`config.mk`:
```
export PLATFORM = sky130hd
export DESIGN_NAME = nn_weight_fetch_ctrl
export DESIGN_NICKNAME = d
export VERILOG_FILES = /design/src/rtl/nn_fetch_pkg.sv /design/src/rtl/nn_fetch_index_cnt.sv /design/src/rtl/nn_weight_fetch_ctrl.sv
export SDC_FILE = /design/constraint.sdc
export NUM_CORES = 1
export LEC_CHECK = 0
export CORE_MARGIN = 5
export CORE_UTILIZATION = 30
export CTS_CLUSTER_DIAMETER = 80
export DETAILED_ROUTE_END_ITERATION = 6
export PLACE_DENSITY = 0.49
export SYNTH_ARGS = -nofsm -noshare
export SYNTH_HDL_FRONTEND = slang
export SYNTH_SLANG_ARGS = --single-unit
```
`constraint.sdc`:
```
create_clock -name clk -period 2.2 [get_ports clk]
set_input_delay 0.44 -clock clk [delete_from_list [all_inputs] [get_ports clk]]
set_output_delay 0.44 -clock clk [all_outputs]
set_load 0.05 [all_outputs]
```
`src/rtl/nn_fetch_pkg.sv`:
```
// Shared constants, FSM state encoding and layer type for the parameter-image fetch controller.
package nn_fetch_pkg;
  localparam int NUM_HIDDEN   = 8;
  localparam int HIDDEN_WORDS = 36;
  localparam int NUM_OUTPUT   = 10;
  localparam int OUTPUT_WORDS = 2;
  localparam int TOTAL_WORDS  = NUM_HIDDEN * (HIDDEN_WORDS + 1) + NUM_OUTPUT * (OUTPUT_WORDS + 1);
  localparam int ADDR_W       = 16;

  typedef enum logic [1:0] {
    IDLE    = 2'd0,
    ADDR    = 2'd1,
    PRESENT = 2'd2,
    DONE    = 2'd3
  } state_t;

  typedef enum logic {
    LAYER_HIDDEN = 1'b0,
    LAYER_OUTPUT = 1'b1
  } layer_t;
endpackage

```
`src/rtl/nn_fetch_index_cnt.sv`:
```
// Word / neuron / layer position of the fetch pointer within the parameter image.
module nn_fetch_index_cnt
  import nn_fetch_pkg::*;
(
  input  logic       clk,
  input  logic       n_rst,
  input  logic       clear,
  input  logic       advance,
  output logic       is_bias,
  output logic       last_word,
  output logic [3:0] neuron_idx,
  output layer_t     layer,
  output logic       last_of_image
);
  logic [5:0] word_idx;
  logic [5:0] words_n;

  assign words_n       = (layer == LAYER_OUTPUT) ? 6'(OUTPUT_WORDS) : 6'(HIDDEN_WORDS);
  assign is_bias       = (word_idx == 6'd0);
  assign last_word     = (word_idx == words_n);
  assign last_of_image = (layer == LAYER_OUTPUT) && (neuron_idx == 4'(NUM_OUTPUT - 1)) && last_word;

  // The pointer parks on the final word; only a clear moves it back to the start.
  always_ff @(posedge clk or negedge n_rst) begin
    if (!n_rst) begin
      word_idx   <= '0;
      neuron_idx <= '0;
      layer      <= LAYER_HIDDEN;
    end else if (clear) begin
      word_idx   <= '0;
      neuron_idx <= '0;
      layer      <= LAYER_HIDDEN;
    end else if (advance && !last_of_image) begin
      if (last_word) begin
        word_idx <= '0;
        if (layer == LAYER_HIDDEN && neuron_idx == 4'(NUM_HIDDEN - 1)) begin
          layer      <= LAYER_OUTPUT;
          neuron_idx <= '0;
        end else begin
          neuron_idx <= neuron_idx + 4'd1;
        end
      end else begin
        word_idx <= word_idx + 6'd1;
      end
    end
  end
endmodule

```
`src/rtl/nn_weight_fetch_ctrl.sv`:
```
// Walks the flash parameter image and hands each tagged word to the MAC datapath.
// Optional macro NN_FETCH_PREFETCH_EN adds a one-entry prefetch register for back-to-back words.
module nn_weight_fetch_ctrl
  import nn_fetch_pkg::*;
#(
  parameter int BASE_ADDR = 0,
  parameter int FM_WAIT   = 1,
  parameter int DATA_W    = 16
) (
  input  logic              clk,
  input  logic              n_rst,
  input  logic              start,
  output logic [ADDR_W-1:0] fm_address,
  input  logic [DATA_W-1:0] fm_data,
  output logic [DATA_W-1:0] out_data,
  output logic              out_valid,
  input  logic              out_ready,
  output logic              is_bias,
  output logic              layer,
  output logic [3:0]        neuron_idx,
  output logic              last_word,
  output logic              busy,
  output logic              done
);
  localparam logic [7:0]        WAIT_LAST = 8'(FM_WAIT - 1);
  localparam logic [ADDR_W-1:0] BASE      = ADDR_W'(BASE_ADDR);

  state_t     state, next_state;
  logic [7:0] wait_cnt;
  logic       xfer, fetching, fetch_done, advance, ld_fetch;
  logic       out_last;
  layer_t     layer_q;

  logic       c_is_bias, c_last_word, c_last_of_image;
  logic [3:0] c_neuron_idx;
  layer_t     c_layer;

`ifdef NN_FETCH_PREFETCH_EN
  logic              pf_valid, fetch_end, ld_pf, ld_from_pf;
  logic [DATA_W-1:0] pf_data;
  logic              pf_is_bias, pf_last_word, pf_last;
  logic [3:0]        pf_neuron_idx;
  layer_t            pf_layer;
`endif

  assign xfer  = out_valid && out_ready;
  assign layer = layer_q;

  nn_fetch_index_cnt u_index_cnt (
    .clk          (clk),
    .n_rst        (n_rst),
    .clear        (state == DONE),
    .advance      (advance),
    .is_bias      (c_is_bias),
    .last_word    (c_last_word),
    .neuron_idx   (c_neuron_idx),
    .layer        (c_layer),
    .last_of_image(c_last_of_image)
  );

  // With prefetch, the fetch pointer runs one word ahead of the presented word.
  always_comb begin
`ifdef NN_FETCH_PREFETCH_EN
    fetching   = (state == ADDR || state == PRESENT) && !pf_valid && !fetch_end;
    fetch_done = fetching && (wait_cnt == WAIT_LAST);
    advance    = fetch_done;
    ld_fetch   = fetch_done && (state == ADDR || xfer);
    ld_pf      = fetch_done && (state == PRESENT) && !xfer;
    ld_from_pf = (state == PRESENT) && xfer && pf_valid && !out_last;
`else
    fetching   = (state == ADDR);
    fetch_done = fetching && (wait_cnt == WAIT_LAST);
    advance    = (state == PRESENT) && xfer && !out_last;
    ld_fetch   = fetch_done;
`endif
  end

  always_ff @(posedge clk or negedge n_rst) begin
    if (!n_rst) state <= IDLE;
    else        state <= next_state;
  end

  always_comb begin
    next_state = state;
    case (state)
      IDLE:    if (start) next_state = ADDR;
      ADDR:    if (fetch_done) next_state = PRESENT;
      PRESENT: begin
        if (xfer) begin
          if (out_last) next_state = DONE;
`ifdef NN_FETCH_PREFETCH_EN
          else if (!pf_valid && !fetch_done) next_state = ADDR;
`else
          else next_state = ADDR;
`endif
        end
      end
      DONE:    next_state = IDLE;
      default: next_state = IDLE;
    endcase
  end

  always_comb begin
    out_valid = (state == PRESENT);
    busy      = (state == ADDR) || (state == PRESENT);
    done      = (state == DONE);
  end

  always_ff @(posedge clk or negedge n_rst) begin
    if (!n_rst) begin
      fm_address <= BASE;
      wait_cnt   <= '0;
      out_data   <= '0;
      is_bias    <= 1'b0;
      layer_q    <= LAYER_HIDDEN;
      neuron_idx <= '0;
      last_word  <= 1'b0;
      out_last   <= 1'b0;
    end else begin
      if (state == IDLE && start) begin
        fm_address <= BASE;
        wait_cnt   <= '0;
      end else if (state == DONE) begin
        fm_address <= BASE;
      end else begin
        if (fetch_done)    wait_cnt <= '0;
        else if (fetching) wait_cnt <= wait_cnt + 8'd1;
        if (advance && !c_last_of_image) fm_address <= fm_address + ADDR_W'(1);
      end
      if (ld_fetch) begin
        out_data   <= fm_data;
        is_bias    <= c_is_bias;
        layer_q    <= c_layer;
        neuron_idx <= c_neuron_idx;
        last_word  <= c_last_word;
        out_last   <= c_last_of_image;
      end
`ifdef NN_FETCH_PREFETCH_EN
      else if (ld_from_pf) begin
        out_data   <= pf_data;
        is_bias    <= pf_is_bias;
        layer_q    <= pf_layer;
        neuron_idx <= pf_neuron_idx;
        last_word  <= pf_last_word;
        out_last   <= pf_last;
      end
`endif
    end
  end

`ifdef NN_FETCH_PREFETCH_EN
  always_ff @(posedge clk or negedge n_rst) begin
    if (!n_rst) begin
      pf_valid  <= 1'b0;
      fetch_end <= 1'b0;
    end else if (state == IDLE && start) begin
      pf_valid  <= 1'b0;
      fetch_end <= 1'b0;
    end else begin
      if (advance && c_last_of_image) fetch_end <= 1'b1;
      if (ld_pf)           pf_valid <= 1'b1;
      else if (ld_from_pf) pf_valid <= 1'b0;
    end
  end

  // Prefetch payload is qualified by pf_valid, so it carries no reset.
  always_ff @(posedge clk) begin
    if (ld_pf) begin
      pf_data       <= fm_data;
      pf_is_bias    <= c_is_bias;
      pf_layer      <= c_layer;
      pf_neuron_idx <= c_neuron_idx;
      pf_last_word  <= c_last_word;
      pf_last       <= c_last_of_image;
    end
  end
`endif
endmodule

```
==> flow_summary.toml, run 1 <==
[setup_path]
r2r_slack_ns = 0.17
cpMaxStageDelayCell = "clkdlybuf4s50_1"
required_ns = 1.76
max_stage_delay_ns = 0.86
reg2reg_depth = 6
crit_path_start_kind = "flip-flop"
reg2reg_from = "state[0]"
crit_buf_inv = 1
crit_cells = 1
end_kind = "output pin"
crit_fanout = 8
cp_top_family = "buffers and inverters"
r2r_end = "fm_address[15]"
crit_type = "reg2out"
critPathArrivalTime_ns = 1.69
critical_path.cell_chain = "clkdlybuf4s50_1"

[power]
pwr-share-clk_pct = 22.3
swShare_pct = 41.59
internal_power_mw = 3.024
p_leak_nw = 1.787
power.switching_mw = 2.154
ir_worst_vdd_mv = 0.7148
pwr-share-seq_pct = 29.9
power_density_nw_per_um2 = 1216
p_comb_share_pct = 47.8

[yosys]
yosys_warnings = 0
syn_area_um2 = 3095
yosysTopAreaCell = "dfrtp_1"
ys_seq_area_share_pct = 49.31
ys.flop_type = "dfrtp_1"
synth.top_cell.area_share_pct = 49.31
ys_types = 51
ys_async_sr_fraction_pct = 100.0
synth_edf_count = 0
syn_inst = 296
yosys-top-cells-area = "dfrtp_1, mux2_2, ha_1"
syn_area_per_cell_um2 = 10.46
synthesis.nets = 328
synth-seq-cells = 61

[layout]
finalNonFillerCells = 520
final_cell_area_um2 = 4259
seq_area_um2 = 1526
layout-drive-gt1-share_pct = 18.75
fillers = 1029
final_nets = 411
n_antenna_cell = 0
area_delta_synth_final_pct = 37.59
multi_input_area_um2 = 1471

[floorplanning]
initial_utilization_pct = 30.39
rows = 37
die_height_um = 111.6
dieArea_um2 = 12450
core_um2 = 10180
die_w_um = 111.6
ioPinCount = 62

[worst_hold_path]
worst_hold_path_type = "in2async"

[clock_network]
postCtsSetupBuffers = 0
clock_path_buffers = 2
clk_latency_ns = 0.34
ctsRootBufferMaster = "clkbuf_8"
cts.clk_slew.worst_paths_ns = 0.07
clkSinkCount = 61
cts_tree = "done"
ctsResizeCount = 0
postCtsHoldBufs = 0
htree_levels = 3
cts_made_buffers = 9

[placement]
dpl_cell_area_um2 = 4025
port_buffers = 61
placedCellCount = 504
post-place-ws_ns = 0.02728
dp.final_hpwl_mm = 5.282
place_congestion = 0.7605

[timing]
rsz0062_at_grt = "false"
setup_ws_ns = 0.07327
fin_crit_ns = 2.127
setup_tns_ns = 0
fin_crit_sh_pct = 96.67
worstMarginPinSlew_ns = 0.6070
skew_ns = 0.007369
clock.fmax_mhz = 470.2
setup-violations-final = 0
hold_viol_final = 0
drv_slew = 0
slew-limit-headroom_pct = 59.35

[global_route]
use_met1_pct = 16.12
grt.met3_usage_pct = 3.424
grt_pass1_vias = 2589
gr-usage-met2_pct = 20.39
grt.busiest_layer = "met2"
grt_pass1_wl_mm = 12.73
grt_overflow_total = 0
grt_max_degree = 62
track_usage_pct = 12.44
antenna_found_initial = 0

[drt]
vias = 2571
routed_wl_mm = 7.552
drt_iter0_drc = 116
drt_first_pass_iters = 4
vias_per_cell = 4.944
wl_per_cell_um = 14.52
drc = 0
ant_nets = 0

[run]
maxCapViolCount = 0

[outcome]
outcome = "finished, final reports clean"
registers in the layout (all words and copies together), names as in the netlist:
signal and count:
u_index_cnt.word_idx 6, state 2, u_index_cnt.neuron_idx 4, wait_cnt 8, out_data 16, fm_address 16, layer 1, u_index_cnt.layer 1
last_word 1, out_last 1, neuron_idx 4, is_bias 1
placed cells by master (no fill, tap or decap), types with 3 or more instances in the layout:
master           instances
nand2_1                 18
nand4_1                  8
buf_12                   3
nor3_1                   6
buf_4                   24
clkinvlp_4               3
nor2b_1                  3
dfrtp_1                 61
clkdlybuf4s50_1         57
o31ai_1                  9
ha_1                    11
or4_1                    9
o21ai_0                 16
nor4_1                   4
a21oi_1                 22
nor2_1                  20
and4_1                   5
a31oi_1                  3
or3_1                    3
clkbuf_8                11
inv_1                   11
nand3_1                 14
xnor2_1                  4
mux2_2                  21
per-layer routing:
metal / routed length, µm / vias to the layer above
li1: - / 1265
met3: 269 / 6
met1: 3489 / 1253
met5: 0 / -
met4: 80 / 0
met2: 3713 / 47
power groups by stage:
stage / clock [mW] / sequential, mW / combinational [mW]
after detailed placement: 0 / 1.57 / 2.49
after global placement: 0 / 1.56 / 2.49
after floorplan: 0 / 2.16 / 1.01
final: 1.16 / 1.55 / 2.48
after CTS: 1.20 / 1.55 / 2.50
after global routing: 1.25 / 1.58 / 2.65
stage by stage:
stage	total power, mW	util, %	hold WS (ns)
floorplan	3.166	-	0.1444
global placement	4.049	39.52	0.4703
detailed placement	4.054	39.52	0.4727
CTS	5.249	41.82	0.1097
global route	5.483	41.82	0.1206
finish	5.178	41.82	0.09384
worst max-delay path by stage:
stage	to	start	slack [ns]
after floorplan	fm_address[11]	state[0]	0.10
after global placement	fm_address[15]	out_ready	0.05
after detailed placement	fm_address[15]	out_ready	0.03
after CTS	fm_address[4]	fm_address[4]	0.05
after global routing	fm_address[4]	fm_address[4]	0.02
final	fm_address[4]	fm_address[4]	0.07
cells by family (layout without fill, tap and decap cells):
family	Yosys count	after routing	share of synthesized area (%)
mux	24	24	8.690
compound gates	66	66	13.18
fa+ha+maj	12	12	4.850
simple gates	103	103	19.04
xor+xnor	6	6	1.698
flops	61	61	49.31
buf+inv	24	112	3.233
synthesized netlist by cell type (all sizes together) (3+ instances only):
master and count:
dfrtp 61, mux2 23, a21oi 22, nor2 20, nand2 18, o21ai 17, nand3 15, ha 12
inv 11, clkbuf 9, o31ai 9, or4 9, nand4 8, nor3 6, and4 5, buf 4
nor4 4, xnor2 4, a31oi 3, nor2b 3, or3 3
final cells by class:
cell class                      instances  share of cell area, %
Sequential cell                        61                  35.84
Clock buffer                           11                  3.555
Inverter                               11                 0.9694
Tap cell                              136                  3.995
Clock inverter                          5                  1.939
Timing Repair Buffer                   85                  19.15
Multi-Input combinational cell        211                  34.55
Note: power is estimated with default switching activity, not from simulation.
==> run 2, diff against run 1 <==
- REMOVE_ABC_BUFFERS: default -> 1
==> run 2 against run 1 <==
  * Die area did not move
  * Global-route usage barely moved
  * Clock-buffer cell count is 2 lower
  * Maximum frequency rose by 3.1%
  * Worst setup slack improved by 0.063 ns
  * Sequential share of layout area grew 0.33 points
==> flow_summary.toml, run 2 (synthesis gave the netlist of run 1 again) <==
[timing]
fin_crit_sh_pct = 93.79
drv_slew = 0
hold_viol_final = 0
fin_crit_ns = 2.063
worstMarginPinSlew_ns = 0.5327
holdWs_ns = 0.06538
clock.fmax_mhz = 484.6
skew_ns = 0.01382
rsz0062_at_grt = "false"
slew-limit-headroom_pct = 64.49
setup-violations-final = 0
setup_tns_ns = 0
setup_ws_ns = 0.1366

[drt]
ant_nets = 0
routed_wl_mm = 7.283
m1WireLength_mm = 3.251
drt_first_pass_iters = 4
top_layer = "met4"
vias_per_cell = 4.980
met2_length_mm = 3.637
drt_iter0_drc = 48
wl_per_cell_um = 14.25
vias = 2545
drc = 0
met3WireLength_um = 319

[layout]
layout_common_cells = "dfrtp_1, clkdlybuf4s50_1, a21oi_1"
largestRegisters = "fm_address (16), out_data (16), wait_cnt (8)"
fillers = 1007
area_delta_synth_final_pct = 36.34
final_nets = 402
layout-drive-gt1-share_pct = 16.53
layout_commonest_cell = "dfrtp_1"
n_antenna_cell = 0
post-route-util_pct = 41.44

[placement]
port_buffers = 61
post-place-ws_ns = 0.007810
dp.final_hpwl_mm = 5.239
place_congestion = 0.7772

[floorplanning]
initial_utilization_pct = 30.39
dieArea_um2 = 12450
die_height_um = 111.6
die_w_um = 111.6
core_um2 = 10180
rows = 37
ioPinCount = 62

[setup_path]
crit_buf_inv = 1
cp_top_family = "buffers and inverters"
crit_fanout = 7
crit_type = "reg2out"
critPathArrivalTime_ns = 1.62
cpMaxStageDelayCell = "clkdlybuf4s50_1"
required_ns = 1.76
critical_path.cell_chain = "clkdlybuf4s50_1"
end_kind = "output pin"
crit_path_start_kind = "flip-flop"
max_stage_delay_ns = 0.84

[power]
p_leak_nw = 1.787
p_comb_share_pct = 46.0
swShare_pct = 41.51
power_density_nw_per_um2 = 1232
power.switching_mw = 2.158
ir_worst_vdd_mv = 0.6511
finalPower_mw = 5.200
internal_power_mw = 3.041
pwr-share-clk_pct = 23.8
pwr-share-seq_pct = 30.2

[clock_network]
clkSinkCount = 61
cts_made_buffers = 9
clk_latency_ns = 0.34
cts.clk_slew.worst_paths_ns = 0.08
postCtsHoldBufs = 0
ctsRootBufferMaster = "clkbuf_8"
clock_path_buffers = 2
htree_levels = 3
cts_tree = "done"

[global_route]
grt_pass1_vias = 2571
grt_pass1_wl_mm = 12.65
grt_max_degree = 42
antenna_found_initial = 0
track_usage_pct = 12.49
grt_overflow_total = 0

[worst_hold_path]
worst_hold_path_type = "in2async"

[run]
maxCapViolCount = 0

[outcome]
outcome = "finished, final reports clean"
## run 2: cell count changes in the layout (fill, tap and decap cells not counted), moves of 2 or more
| cell | previous run | this run |
|---|---|---|
| clkinv_4 | 0 | 2 |
| clkinvlp_4 | 3 | 0 |
| clkbuf_8 | 11 | 9 |
| buf_4 | 24 | 14 |
## run 2: power by group through the flow
stage               combinational [mW]  sequential (mW)  clock, mW
floorplan                        0.961             2.17          0
global placement                  2.43             1.58          0
detailed placement                2.43             1.59          0
CTS                               2.43             1.57       1.28
global route                      2.58             1.62       1.33
finish                            2.39             1.57       1.24
## run 2: worst reg2reg max path: stages (launching register included)
cell and delay, ns:
dfrtp_1 0.43, inv_1 0.12, ha_1 0.28, and3b_1 0.25, nand4_1 0.10, buf_4 0.17, or4_1 0.46, a21oi_1 0.16
## run 2: layer usage
metal  vias to the layer above  global-route usage [%]
li1                       1244                       -
met1                      1258                   15.16
met2                        37                   20.71
met3                         6                   4.946
met4                         0                   3.406
met5                         -                       0
## run 2: layout make-up
cell class                 count  area, µm²  area share (%)
inverter                      11      41.29          0.9784
clock inverter                 7      121.4           2.876
clock buffer                   9      123.9           2.935
tap                          136      170.2           4.032
timing repair buffer          76      763.2           18.08
sequential                    61       1526           36.17
multi-input combinational    211       1474           34.92
## run 2: repair_timing
item / CTS / global route
setup endpoints to repair: 0 / 3
setup buffers: 0 / 0
resized for setup: 0 / 2
## run 2: path summary, 6_finish.rpt
kind / startpoint / end / slack, ns / depth (start not counted)
min in group clk: is_bias / is_bias / 0.49 / 2
hold reg to reg: is_bias / is_bias / 0.49 / 2
setup reg to reg: state[0] / fm_address[15] / 0.15 / 7
setup / recovery: fm_address[6] / fm_address[6] / 0.14 / 1
max in group asynchronous: n_rst / wait_cnt[4] / 1.52 / 2
hold / removal: n_rst / fm_address[11] / 0.07 / 1
## run 2: stage by stage
stage               cell area (µm²)  std cells
finish                         4220        511
floorplan                      3037        283
detailed placement             3968        495
global placement               3968        495
CTS                            4213        511
global route                   4220        511
